## src/rtl/if_fetch_stage.sv

```systemverilog
// if_fetch_stage: PC owner and IF/ID register with stall, redirect/flush, halt and fault (optional perf counters via IF_PERF_CNT_EN)
module if_fetch_stage #(
  parameter logic [15:0] RESET_PC = 16'h0000,
  parameter int IMEM_BYTES = 51,
  parameter logic [15:0] HALT_IR = 16'hFFFF
) (
  input  logic        clk,
  input  logic        rst,
  output logic [15:0] imem_addr,
  input  logic [15:0] imem_ir,
  input  logic        stall,
  input  logic        redirect_valid,
  input  logic [15:0] redirect_pc,
  output logic        ifid_valid,
  output logic [15:0] ifid_ir,
  output logic [15:0] ifid_pc,
  output logic [15:0] ifid_pc_plus2,
  output logic        halted,
  output logic        fetch_fault,
  output logic [15:0] perf_fetch,
  output logic [15:0] perf_stall,
  output logic [15:0] perf_flush
);
  typedef enum logic [1:0] {BOOT, RUN, HALT, FAULT} state_t;
  localparam logic [16:0] LAST = 17'(IMEM_BYTES - 1);
  state_t state, state_n;
  logic [15:0] pc, pc_n;
  logic cap, clr, flt, flush, stl, legal;
  assign imem_addr = pc;
  assign halted = (state == HALT) || (state == FAULT);
  assign legal = ({1'b0, pc} + 17'd1) <= LAST;
  always_comb begin
    state_n = state;
    pc_n = pc;
    cap = 1'b0;
    clr = 1'b0;
    flt = 1'b0;
    flush = 1'b0;
    stl = 1'b0;
    case (state)
      BOOT: state_n = RUN;
      RUN: begin
        if (redirect_valid) begin
          pc_n = {redirect_pc[15:1], 1'b0};
          clr = 1'b1;
          flush = 1'b1;
        end else if (stall) begin
          stl = 1'b1;
        end else if (!legal) begin
          clr = 1'b1;
          flt = 1'b1;
          state_n = FAULT;
        end else begin
          cap = 1'b1;
          pc_n = (imem_ir == HALT_IR) ? pc : pc + 16'd2;
          state_n = (imem_ir == HALT_IR) ? HALT : RUN;
        end
      end
      default: begin
        if (redirect_valid) begin
          pc_n = {redirect_pc[15:1], 1'b0};
          clr = 1'b1;
          flush = 1'b1;
          state_n = RUN;
        end else begin
          clr = !stall;
        end
      end
    endcase
  end
  always_ff @(posedge clk) begin
    if (rst) begin
      state <= BOOT;
      pc <= {RESET_PC[15:1], 1'b0};
      ifid_valid <= 1'b0;
      ifid_ir <= 16'h0;
      ifid_pc <= 16'h0;
      ifid_pc_plus2 <= 16'h0;
      fetch_fault <= 1'b0;
    end else begin
      state <= state_n;
      pc <= pc_n;
      fetch_fault <= fetch_fault | flt;
      if (cap) begin
        ifid_valid <= 1'b1;
        ifid_ir <= imem_ir;
        ifid_pc <= pc;
        ifid_pc_plus2 <= pc + 16'd2;
      end else if (clr) begin
        ifid_valid <= 1'b0;
      end
    end
  end
`ifdef IF_PERF_CNT_EN
  always_ff @(posedge clk) begin
    if (rst) begin
      perf_fetch <= 16'h0;
      perf_stall <= 16'h0;
      perf_flush <= 16'h0;
    end else begin
      perf_fetch <= perf_fetch + 16'(cap && perf_fetch != 16'hFFFF);
      perf_stall <= perf_stall + 16'(stl && perf_stall != 16'hFFFF);
      perf_flush <= perf_flush + 16'(flush && perf_flush != 16'hFFFF);
    end
  end
`else
  assign perf_fetch = 16'h0;
  assign perf_stall = 16'h0;
  assign perf_flush = 16'h0;
`endif
endmodule

```

## config.mk

```make
export PLATFORM = sky130hd
export DESIGN_NAME = if_fetch_stage
export DESIGN_NICKNAME = d
export VERILOG_FILES = /design/src/rtl/if_fetch_stage.sv
export SDC_FILE = /design/constraint.sdc
export NUM_CORES = 1
export LEC_CHECK = 0
export BUFFER_PORTS_ARGS = -buffer_cell sky130_fd_sc_hd__buf_2
export CAP_MARGIN = 20
export CORE_ASPECT_RATIO = 1.1
export CORE_UTILIZATION = 40
export DETAILED_ROUTE_END_ITERATION = 7
export PLACE_DENSITY_LB_ADDON = 0.15
export SYNTH_ARGS = -nofsm -noshare
export SYNTH_HDL_FRONTEND = slang
export SYNTH_SLANG_ARGS = --single-unit
```

## constraint.sdc

```tcl
create_clock -name clk -period 2.2 [get_ports clk]
set_input_delay 0.11 -clock clk [delete_from_list [all_inputs] [get_ports clk]]
set_output_delay 0.11 -clock clk [all_outputs]
set_load 0.03 [all_outputs]
```

==> impl.org <==
** Cells and area
- Post-layout utilization of the core :: 52.0%
- The final layout contains 471 nets.
- Growth of design area from synthesis to finish :: 24.1%
- 0 antenna diodes ended up in the layout.
- Number of fill cells :: 698
- Most common cell after layout, fill and taps aside :: sky130_fd_sc_hd__buf_2
- Of the cells placed in the final design, the portion with a size suffix greater than 1 is 33.1%.
- In the layout the commonest cells are sky130_fd_sc_hd__buf_2, sky130_fd_sc_hd__dfxtp_1, sky130_fd_sc_hd__conb_1, sky130_fd_sc_hd__nor2_1.

** Clock tree
- Count of hold-fix buffers inserted at cts :: 0
- Root buffer selected by CTS :: sky130_fd_sc_hd__clkbuf_8
- Total clock sinks :: 65
- At the later pin of the worst-skew pair, clock insertion delay measures 340 ps.
- CTS Buffer Depth :: 2
- Buffers inserted during clock tree synthesis total 9.
- Clock-pin slew on the worst setup and hold paths :: 80 ps
- TritonCTS built the clock tree.
- The H-tree generated during clock tree synthesis spans 3 levels.

** Outcome
- Violations in the final reports :: DRC
- The run finished, with violations left.

** Worst setup path
- Largest fanout of any net on the critical path :: 7
- Flop2flop setup slack :: 180 ps
- The number of cells on the worst reg-to-reg path is 6.
- The most critical setup path has its startpoint at imem_addr[15]$_SDFFE_PP0P_.
- Worst path max stage delay :: 440 ps
- Startpoint kind of the worst setup timing path :: flip-flop
- Logic depth of the worst setup path including buffers :: 6
- Launching point of the worst reg2reg path :: imem_addr[15]$_SDFFE_PP0P_
- Capturing element of the worst setup path :: imem_addr[14]$_SDFFE_PP0P_
- Counting both buffers and inverters, the worst setup path holds a total of 1.
- The slowest stage of the critical path is the sky130_fd_sc_hd__nor4_2 cell.
- Cell Chain, Critical Path :: nor4_2, o2111ai_4, o41ai_4, buf_4, nand4_1, a21oi_1
- Data on the critical path is required at its endpoint by 2470 ps.
- The cell family contributing the most delay on the critical path is compound AO/OA/AOI/OAI gates.
- Arrival time at the worst endpoint :: 2290 ps
- Worst setup EP type :: flip-flop
- In this run the critical register-to-register path is captured at imem_addr[14]$_SDFFE_PP0P_.
- Classification of the worst setup path :: flip-flop to flip-flop

** Floorplan
- Area of the core region :: 7090 sq um
- Measured along the x axis, the die boundary spans 84.1 um.
- Die Y-Extent :: 92.3 um
- For this configuration, the core starts out at a cell density of 41.9%.
- # IOs :: 151
- Num rows :: 32
- Full die area :: 7770 sq um

** Place
- At the end of routability-driven placement, the weighted congestion stood at 0.793.
- Final HPWL from detailed placement :: 5.00 mm
- Number of buffers added on ports :: 98

** Routing
- The detailed router finished its first iteration with 175 violations.
- Wire length per cell after detailed routing :: 12.8 um
- For this run, design rule violations remaining after detail routing come to 22.
- Count of vias placed by the detailed router :: 2423
- The routed design has 6.69 mm of wire.
- For this run, the detailed router's first-pass iteration total came to 8.
- Using the TritonRoute via totals, the vias-per-cell ratio works out to 4.63.
- Count of nets left with antenna violations after detail routing :: 0

** STA
- The final count of hold timing violations is 0.
- The smallest clock period supported by the final layout is computed as 2020 ps.
- FMAX :: 495 MHz
- Setup Total Neg Slack :: 0 ps
- The number of pins with negative max-slew slack in the final report came to 0.
- Between clock sinks in the finished design, the worst skew comes to 7.34 ps.
- Total of endpoints with negative setup slack in the final report :: 0
- Share of the clock period used by the worst path :: 91.7%
- Setup repair after global routing left no endpoint under its margin.

** Logic synthesis
- After synthesis, the share of flip-flops with an asynchronous set or reset is 0%.
- In this run, distinct cell masters in the synthesized netlist total 43.
- For this run, the number of Yosys warnings is 0.
- In the synthesized netlist the dominant register cell turns out to be sky130_fd_sc_hd__dfxtp_1.
- The share of synthesized area in the top cell type comes to 43.9%.
- Cell count after synthesis :: 320
- In this run, synthesis inferred 0 flip-flops with an integrated enable.
- Summing every instance area after synthesis gives 2970 sq um.
- Register area share after synthesis :: 43.9%
- Library cell occupying the most area in the post-synthesis netlist :: sky130_fd_sc_hd__dfxtp_1
- Yosys reg bits :: 65
- Mean post-synth cell area :: 9.27 sq um
- After synthesis, the cell types taking the most area are sky130_fd_sc_hd__dfxtp_1, sky130_fd_sc_hd__buf_4, sky130_fd_sc_hd__mux2i_1.

** GRT
- Gr usage total :: 17.4%
- Summed over all layers, the global routing overflow is 0.
- Maximum number of pins on one net before global-route repair :: 22
- The initial antenna violation count is 0.
- The first global-routing pass estimated 10.4 mm of wire.
- The via count of the first global-routing pass was 2172.

** Pwr
- For this design the ratio of total power to cell area is 765 nW/um^2.
- Across the VDD grid, the largest voltage drop is 568 uV.
- Standby leakage power :: 0.00174 uW

** Min path
- Worst min path class :: input pin to flip-flop

** Run
- Count of maximum capacitance violations :: 0
## registers in the layout (all words and copies together) (netlist names)
| signal | cells |
|---|---|
| ifid_ir | 16 |
| ifid_valid | 1 |
| ifid_pc | 15 |
| imem_addr | 15 |
| ifid_pc_plus2 | 15 |
| fetch_fault | 1 |
| state | 2 |
## synth_stat cells, drive strengths merged (2+ instances only)
library cell	n
a211oi	4
a21oi	21
a221oi	2
and2	20
and3	2
buf	57
clkbuf	13
dfxtp	65
ha	2
inv	5
mux2i	24
nand2	11
nand3	6
nand3b	2
nand4	11
nor2	31
nor2b	2
nor3	5
nor4	5
o2111ai	3
o21ai	12
o31ai	3
xor2	2
## cells by family (layout without fill, tap and decap cells)
| logic type | count (synthesis) | after routing | synth area share [%] |
|---|---|---|---|
| fa+ha+maj | 2 | 2 | 0.843 |
| buf+inv | 75 | 143 | 16.5 |
| flops | 65 | 65 | 43.9 |
| simple gates | 100 | 100 | 18.3 |
| xor+xnor | 3 | 3 | 0.886 |
| compound gates | 50 | 50 | 11.3 |
| other cells | 1 | 51 | 0.126 |
| mux | 24 | 24 | 8.10 |
## per-layer routing
layer / vias up / wire [um] / part of all wire, % / track usage, %
li1: 1226 / - / - / -
met1: 1081 / 2880 / 43 / 20.6
met2: 107 / 3060 / 46 / 28.0
met3: 9 / 641 / 9.6 / 7.22
met4: 0 / 106 / 1.6 / 7.04
met5: - / 0 / 0 / 0
## stage by stage
stage / instance area [sq um] / power (uW) / cells / hold WS, ps / setup slack [ps]
final: 3680 / 2820 / 523 / 17.6 / 182
after global routing: 3680 / 2940 / 523 / 7.30 / 27.8
after CTS: 3650 / 2830 / 520 / 1.55 / 81.9
after detailed placement: 3440 / 1800 / 504 / 371 / 102
after global placement: 3440 / 1800 / 504 / 359 / 142
after floorplan: 3150 / 1720 / 370 / 257 / 238
## where the power goes
part | switching (uW) | total [uW] | internal [uW]
Clock | 478 | 1030 | 555
Sequential | 24.1 | 1240 | 1210
Combinational | 383 | 547 | 164
## tightest hold or removal path: stages
cell and delay, ps:
sky130_fd_sc_hd__buf_2 100, sky130_fd_sc_hd__nand4_1 50, sky130_fd_sc_hd__a21oi_1 60
## final cells by class
class | instances | area, sq um | area share (%)
timing repair buffer | 122 | 671 | 18.2
multi-input combinational | 230 | 1380 | 37.5
tap | 85 | 106 | 2.89
clock inverter | 6 | 67.6 | 1.83
inverter | 5 | 18.8 | 0.510
clock buffer | 10 | 138 | 3.74
sequential | 65 | 1300 | 35.3
## worst min-delay path by stage
| stage | to | cells after the start | from | slack, ps |
|---|---|---|---|---|
| CTS | imem_addr[11]$_SDFFE_PP0P_ | 3 | redirect_pc[11] | 2 |
| global route | imem_addr[10]$_SDFFE_PP0P_ | 3 | redirect_pc[10] | 7 |
| floorplan | ifid_ir[0]$_SDFFE_PP0P_ | 2 | imem_ir[0] | 260 |
| global placement | ifid_ir[9]$_SDFFE_PP0P_ | 3 | imem_ir[9] | 360 |
| finish | imem_addr[11]$_SDFFE_PP0P_ | 3 | redirect_pc[11] | 20 |
| detailed placement | ifid_ir[11]$_SDFFE_PP0P_ | 3 | imem_ir[11] | 370 |
## timing repair
action | in CTS | in global routing
endpoints found under the setup margin | 0 | 22
buffers inserted | 0 | 3
endpoints found under the hold margin | 0 | 0
resized for setup | 0 | 1
No activity file was read; power rests on OpenSTA's default activity.
